==> config.mk <==
export PLATFORM = sky130hd
export DESIGN_NAME = uart_bit_serializer
export DESIGN_NICKNAME = d
export VERILOG_FILES = /design/src/rtl/uart_bit_serializer.sv
export SDC_FILE = /design/constraint.sdc
export NUM_CORES = 1
export LEC_CHECK = 0
export ABC_AREA = 0
export BUFFER_PORTS_ARGS = -buffer_cell sky130_fd_sc_hd__buf_2
export CORE_AREA = 2 2 58 60
export CTS_CLUSTER_DIAMETER = 80
export CTS_CLUSTER_SIZE = 14
export DETAILED_ROUTE_END_ITERATION = 10
export DIE_AREA = 0 0 60 62
export HOLD_SLACK_MARGIN = 0.06
export PLACE_DENSITY = 0.61
export SLEW_MARGIN = 20
export SYNTH_ARGS = -nofsm -noshare
export SYNTH_HDL_FRONTEND = slang
export SYNTH_SLANG_ARGS = --single-unit
==> constraint.sdc <==
create_clock -name clk -period 4.6 [get_ports clk]
set_input_delay 1.15 -clock clk [delete_from_list [all_inputs] [get_ports clk]]
set_output_delay 1.15 -clock clk [all_outputs]
set_load 0.005 [all_outputs]
==> src/rtl/uart_bit_serializer.sv <==
// UART transmit serializer: accepts a parallel word over valid/ready and
// drives start bit, data (LSB first), optional parity and one or two stop
// bits. Each bit lasts 16 or 8 clk cycles, selected per frame.
module uart_bit_serializer #(
  parameter int DATA_BITS = 8
) (
  input  logic                 clk,
  input  logic                 rst,
  input  logic [DATA_BITS-1:0] data_in,
  input  logic                 data_in_valid,
  output logic                 data_in_ready,
  output logic                 bitstream_out,
  output logic                 tx_busy,
  input  logic                 oversample_x16,
  input  logic                 parity_en,
  input  logic                 parity_odd,
  input  logic                 two_stop
);

  localparam int IDX_W = (DATA_BITS > 1) ? $clog2(DATA_BITS) : 1;
  localparam logic [IDX_W-1:0] LAST_IDX = IDX_W'(DATA_BITS - 1);

  typedef enum logic [2:0] {
    IDLE,
    START,
    DATA,
    PARITY,
    STOP
  } state_t;

  state_t               state_reg;
  logic [3:0]           sample_cnt_reg;
  logic [IDX_W-1:0]     bit_idx_reg;
  logic                 stop_cnt_reg;
  logic [DATA_BITS-1:0] shift_reg;
  logic                 parity_bit_reg;
  logic                 x16_reg;
  logic                 parity_en_reg;
  logic                 two_stop_reg;
  logic                 bitstream_reg;
  logic                 busy_reg;

  logic last_sample;
  logic final_stop;
  logic accept;

  // Bit boundary: the sample counter reaches N-1 for the latched rate.
  assign last_sample = x16_reg ? (sample_cnt_reg == 4'd15) : (sample_cnt_reg == 4'd7);

  // Last cycle of the last stop bit: a new word may be taken here so the
  // next start bit follows with no idle gap.
  assign final_stop = (state_reg == STOP) && last_sample && (stop_cnt_reg == two_stop_reg);

  assign data_in_ready = !rst && ((state_reg == IDLE) || final_stop);
  assign accept        = data_in_valid && data_in_ready;

  assign bitstream_out = bitstream_reg;
  assign tx_busy       = busy_reg;

  // Frame sequencer: line level and busy flag are registered so the pad
  // only changes on bit boundaries.
  always_ff @(posedge clk) begin
    if (rst) begin
      state_reg      <= IDLE;
      sample_cnt_reg <= 4'd0;
      bit_idx_reg    <= '0;
      stop_cnt_reg   <= 1'b0;
      shift_reg      <= '0;
      parity_bit_reg <= 1'b0;
      x16_reg        <= 1'b0;
      parity_en_reg  <= 1'b0;
      two_stop_reg   <= 1'b0;
      bitstream_reg  <= 1'b1;
      busy_reg       <= 1'b0;
    end else if (accept) begin
      // Latch word and settings; the start bit goes out on this same edge.
      state_reg      <= START;
      sample_cnt_reg <= 4'd0;
      bit_idx_reg    <= '0;
      stop_cnt_reg   <= 1'b0;
      shift_reg      <= data_in;
      parity_bit_reg <= (^data_in) ^ parity_odd;
      x16_reg        <= oversample_x16;
      parity_en_reg  <= parity_en;
      two_stop_reg   <= two_stop;
      bitstream_reg  <= 1'b0;
      busy_reg       <= 1'b1;
    end else if (state_reg == IDLE) begin
      bitstream_reg <= 1'b1;
      busy_reg      <= 1'b0;
    end else begin
      sample_cnt_reg <= last_sample ? 4'd0 : sample_cnt_reg + 4'd1;
      if (last_sample) begin
        case (state_reg)
          START: begin
            state_reg     <= DATA;
            bitstream_reg <= shift_reg[0];
          end
          DATA: begin
            if (bit_idx_reg == LAST_IDX) begin
              if (parity_en_reg) begin
                state_reg     <= PARITY;
                bitstream_reg <= parity_bit_reg;
              end else begin
                state_reg     <= STOP;
                bitstream_reg <= 1'b1;
              end
            end else begin
              // Shift right so the next data bit is always at position 0.
              bit_idx_reg   <= bit_idx_reg + IDX_W'(1);
              shift_reg     <= shift_reg >> 1;
              bitstream_reg <= shift_reg[1];
            end
          end
          PARITY: begin
            state_reg     <= STOP;
            bitstream_reg <= 1'b1;
          end
          STOP: begin
            if (stop_cnt_reg == two_stop_reg) begin
              state_reg     <= IDLE;
              bitstream_reg <= 1'b1;
              busy_reg      <= 1'b0;
            end else begin
              stop_cnt_reg  <= 1'b1;
              bitstream_reg <= 1'b1;
            end
          end
          default: begin
            state_reg     <= IDLE;
            bitstream_reg <= 1'b1;
            busy_reg      <= 1'b0;
          end
        endcase
      end
    end
  end

endmodule

==> results.py <==
metrics = {
    "outcome": {
        "outcome": "finished, final reports clean",
    },
    "clocking": {
        "cts_tree": "built",
        "clkTransAtPathRegs_ns": 0.14,
        "cts_sinks": 25,
        "cts_buffers": 3,
        "holdBufCountCts": 0,
        "cts_resized": 0,
        "clk_latency_ns": 0.32,
        "cts-htree-levels": 1,
        "post_cts_buffers": 0,
        "clockBufferDepth": 2,
        "clockRootBuffer": "clkbuf_4",
    },
    "power_and_ir_drop": {
        "power_frac_clock_pct": 24.8,
        "pwr-share-comb_pct": 16.1,
        "ir_worst_vdd_uv": 141,
        "power_density_nw_per_um2": 277,
        "cellLeakagePower_nw": 0.524,
        "finalPower_mw": 0.404,
        "internal-power_mw": 0.295,
        "switching_share_pct": 27.0,
        "switchingPower_mw": 0.109,
        "sequentialPowerShare_pct": 59.1,
    },
    "cells_and_area": {
        "largest_register_ffs": 8,
        "fin_util_pct": 45.9,
        "nNetsFinal": 178,
        "drive_above_1_share_pct": 15.7,
        "n_antenna_cell": 0,
        "layout-area-overhead-vs-synth_pct": 8.46,
        "final_cells": 205,
    },
    "min_path": {
        "hold_start": "tx_busy$_SDFFE_PP0P_",
        "min_path_type": "reg2reg",
    },
    "yosys": {
        "yosysUniqueCellTypes": 42,
        "synth_area_um2": 1350,
        "synth_top_area_share_pct": 37.2,
        "yosysSeqAreaShare_pct": 37.2,
        "yosysTopAreaCell": "dfxtp_1",
        "syn_inst": 148,
        "synthArstFlopShare_pct": 0,
        "syn_avg_cell_area_um2": 9.10,
        "synth_fp_nets": 166,
        "ys_warn_count": 0,
        "synthTopCellsByCount": "25 x dfxtp_1, 12 x nor2_1, 11 x mux2i_1",
        "synth_area_leaders": "dfxtp_1 37%, mux2i_1 8.2%, a211oi_1 3.9%, xnor2_1 3.9%, nor3_1 3.3%",
        "synth_edf_count": 0,
        "ys.flop_type": "dfxtp_1",
        "yosysMostFrequentCell": "dfxtp_1",
        "ys_seq_elements": 25,
    },
    "placed_design": {
        "io_buffers": 17,
        "gp_congestion": 0.794,
        "dp.cells": 201,
        "hpwl_mm": 2.06,
        "dp_slack_ns": 1.69,
    },
    "routing": {
        "route.detailed.drc": 0,
        "vias_per_cell": 5.51,
        "drt_iter0_markers": 23,
        "vias": 1130,
        "drt_first_pass_iters": 4,
        "ant_nets": 0,
        "routedWlPerCell_um": 13.5,
        "wl_mm": 2.77,
    },
    "setup_path": {
        "reg2reg_slack_ns": 2.21,
        "rr_startpoint": "bit_idx_reg[0]$_SDFFE_PP0P_",
        "timing.critical_path.buf_inv": 1,
        "startpoint": "sample_cnt_reg[0]$_SDFFE_PP0P_",
        "critPathLaunchType": "register",
        "cp_max_fo": 12,
        "crit_type": "reg2out",
        "max_stage_delay_ns": 0.46,
        "cp_data_required_time_ns": 3.45,
        "worstPathArrival_ns": 1.89,
        "worst_path_max_delay_cell": "o31a_1",
        "crit_family": "compound AO/OA/AOI/OAI gates",
        "path_cells": "ha_1, nand2_1, o31a_1, nor4_1, buf_2",
        "end_kind": "output pin",
    },
    "die": {
        "core-area_um2": 3180,
        "rows": 21,
        "die_area_um2": 3720,
        "die_w_um": 60,
        "dieHeight_um": 62,
        "pin_count": 18,
        "start_util_pct": 42.3,
    },
    "sta": {
        "rsz0062_at_grt": "false",
        "final-setup-viol-count": 0,
        "setup_slack_ns": 1.56,
        "relSlewSlack_pct": 44.9,
        "fin_crit_sh_pct": 66.1,
        "maxSlewViolCount": 0,
        "skew_ns": 0.00286,
        "fmax_ghz": 0.329,
        "layout_min_cycle_time_ns": 3.04,
        "max_slew.worst_pin.slew_ns": 0.820,
        "hold_violations": 0,
        "tns_ns": 0,
    },
    "grt": {
        "grt_start_max_net_pins": 20,
        "grt.overflow.total": 0,
        "grt_pass1_vias": 1032,
        "antenna_found_initial": 0,
        "grt_pass1_wl_mm": 4.61,
        "grtUsageTotal_pct": 16.6,
    },
    "flow_run": {
        "maxCapViolations": 0,
    },
}
## stage by stage
step / hold WS [ns] / cell area [um^2]
after floorplan: 0.460 / 1350
after global placement: 0.467 / 1430
after detailed placement: 0.481 / 1430
after CTS: 0.500 / 1460
after global routing: 0.524 / 1460
final: 0.488 / 1460
## worst min-delay path: stages, from the launching register on
cell	delay [ns]
dfxtp_1	0.33
inv_1	0.05
o41ai_1	0.07
## routing by layer
layer,share of wire (%),wire (um),track usage (%),vias up
li1,-,-,-,565
met1,48,1330,22.2,538
met2,47,1300,27.5,22
met3,3.8,106,1.86,5
met4,1.6,44,6.67,0
met5,0,0,0,-
## power by group through the flow
stage | clock, mW | sequential, mW | combinational, mW
2_1_floorplan | 0 | 0.239 | 0.0522
6_report | 0.100 | 0.239 | 0.0652
3_3_place_gp | 0 | 0.243 | 0.0636
5_1_grt | 0.109 | 0.241 | 0.0734
4_1_cts | 0.103 | 0.239 | 0.0655
3_5_place_dp | 0 | 0.244 | 0.0652
## area by class of cell
class / count / area, um^2
Clock buffer: 4 / 26.3
Fill cell: 337 / 1720
Inverter: 5 / 18.8
Multi-Input combinational cell: 108 / 772
Sequential cell: 25 / 500
Tap cell: 46 / 57.6
Timing Repair Buffer: 17 / 85.1
## layout by cell type, fill, tap and decap left out, drive strengths merged, types with 2 or more instances in the layout
master,instances
nand2,5
xnor2,6
a21o,2
buf,17
nand3,5
ha,3
a211oi,7
clkbuf,4
a21oi,8
nor2,12
mux2i,11
xor2,5
dfxtp,25
and2,2
inv,5
nor3,10
o21ai,10
## kinds of logic after synthesis
family                   after synthesis  share of synthesized area (%)
multiplexers                          11                           8.18
buffers and inverters                 15                           5.48
AO/OA/AOI/OAI                         38                           19.1
adder cells (fa/ha/maj)                3                           2.79
AND/OR/NAND/NOR                       44                           18.5
flip-flops                            25                           37.2
XOR/XNOR                              12                           8.83
## final timing paths
| check | to | depth (start not counted) |
|---|---|---|
| max | data_in_ready | 5 |
| min reg2reg | tx_busy$_SDFFE_PP0P_ | 2 |
| max reg2reg | shift_reg[1]$_SDFFE_PP0P_ | 6 |
| min | tx_busy$_SDFFE_PP0P_ | 2 |
No activity file was read; power rests on OpenSTA's default activity.
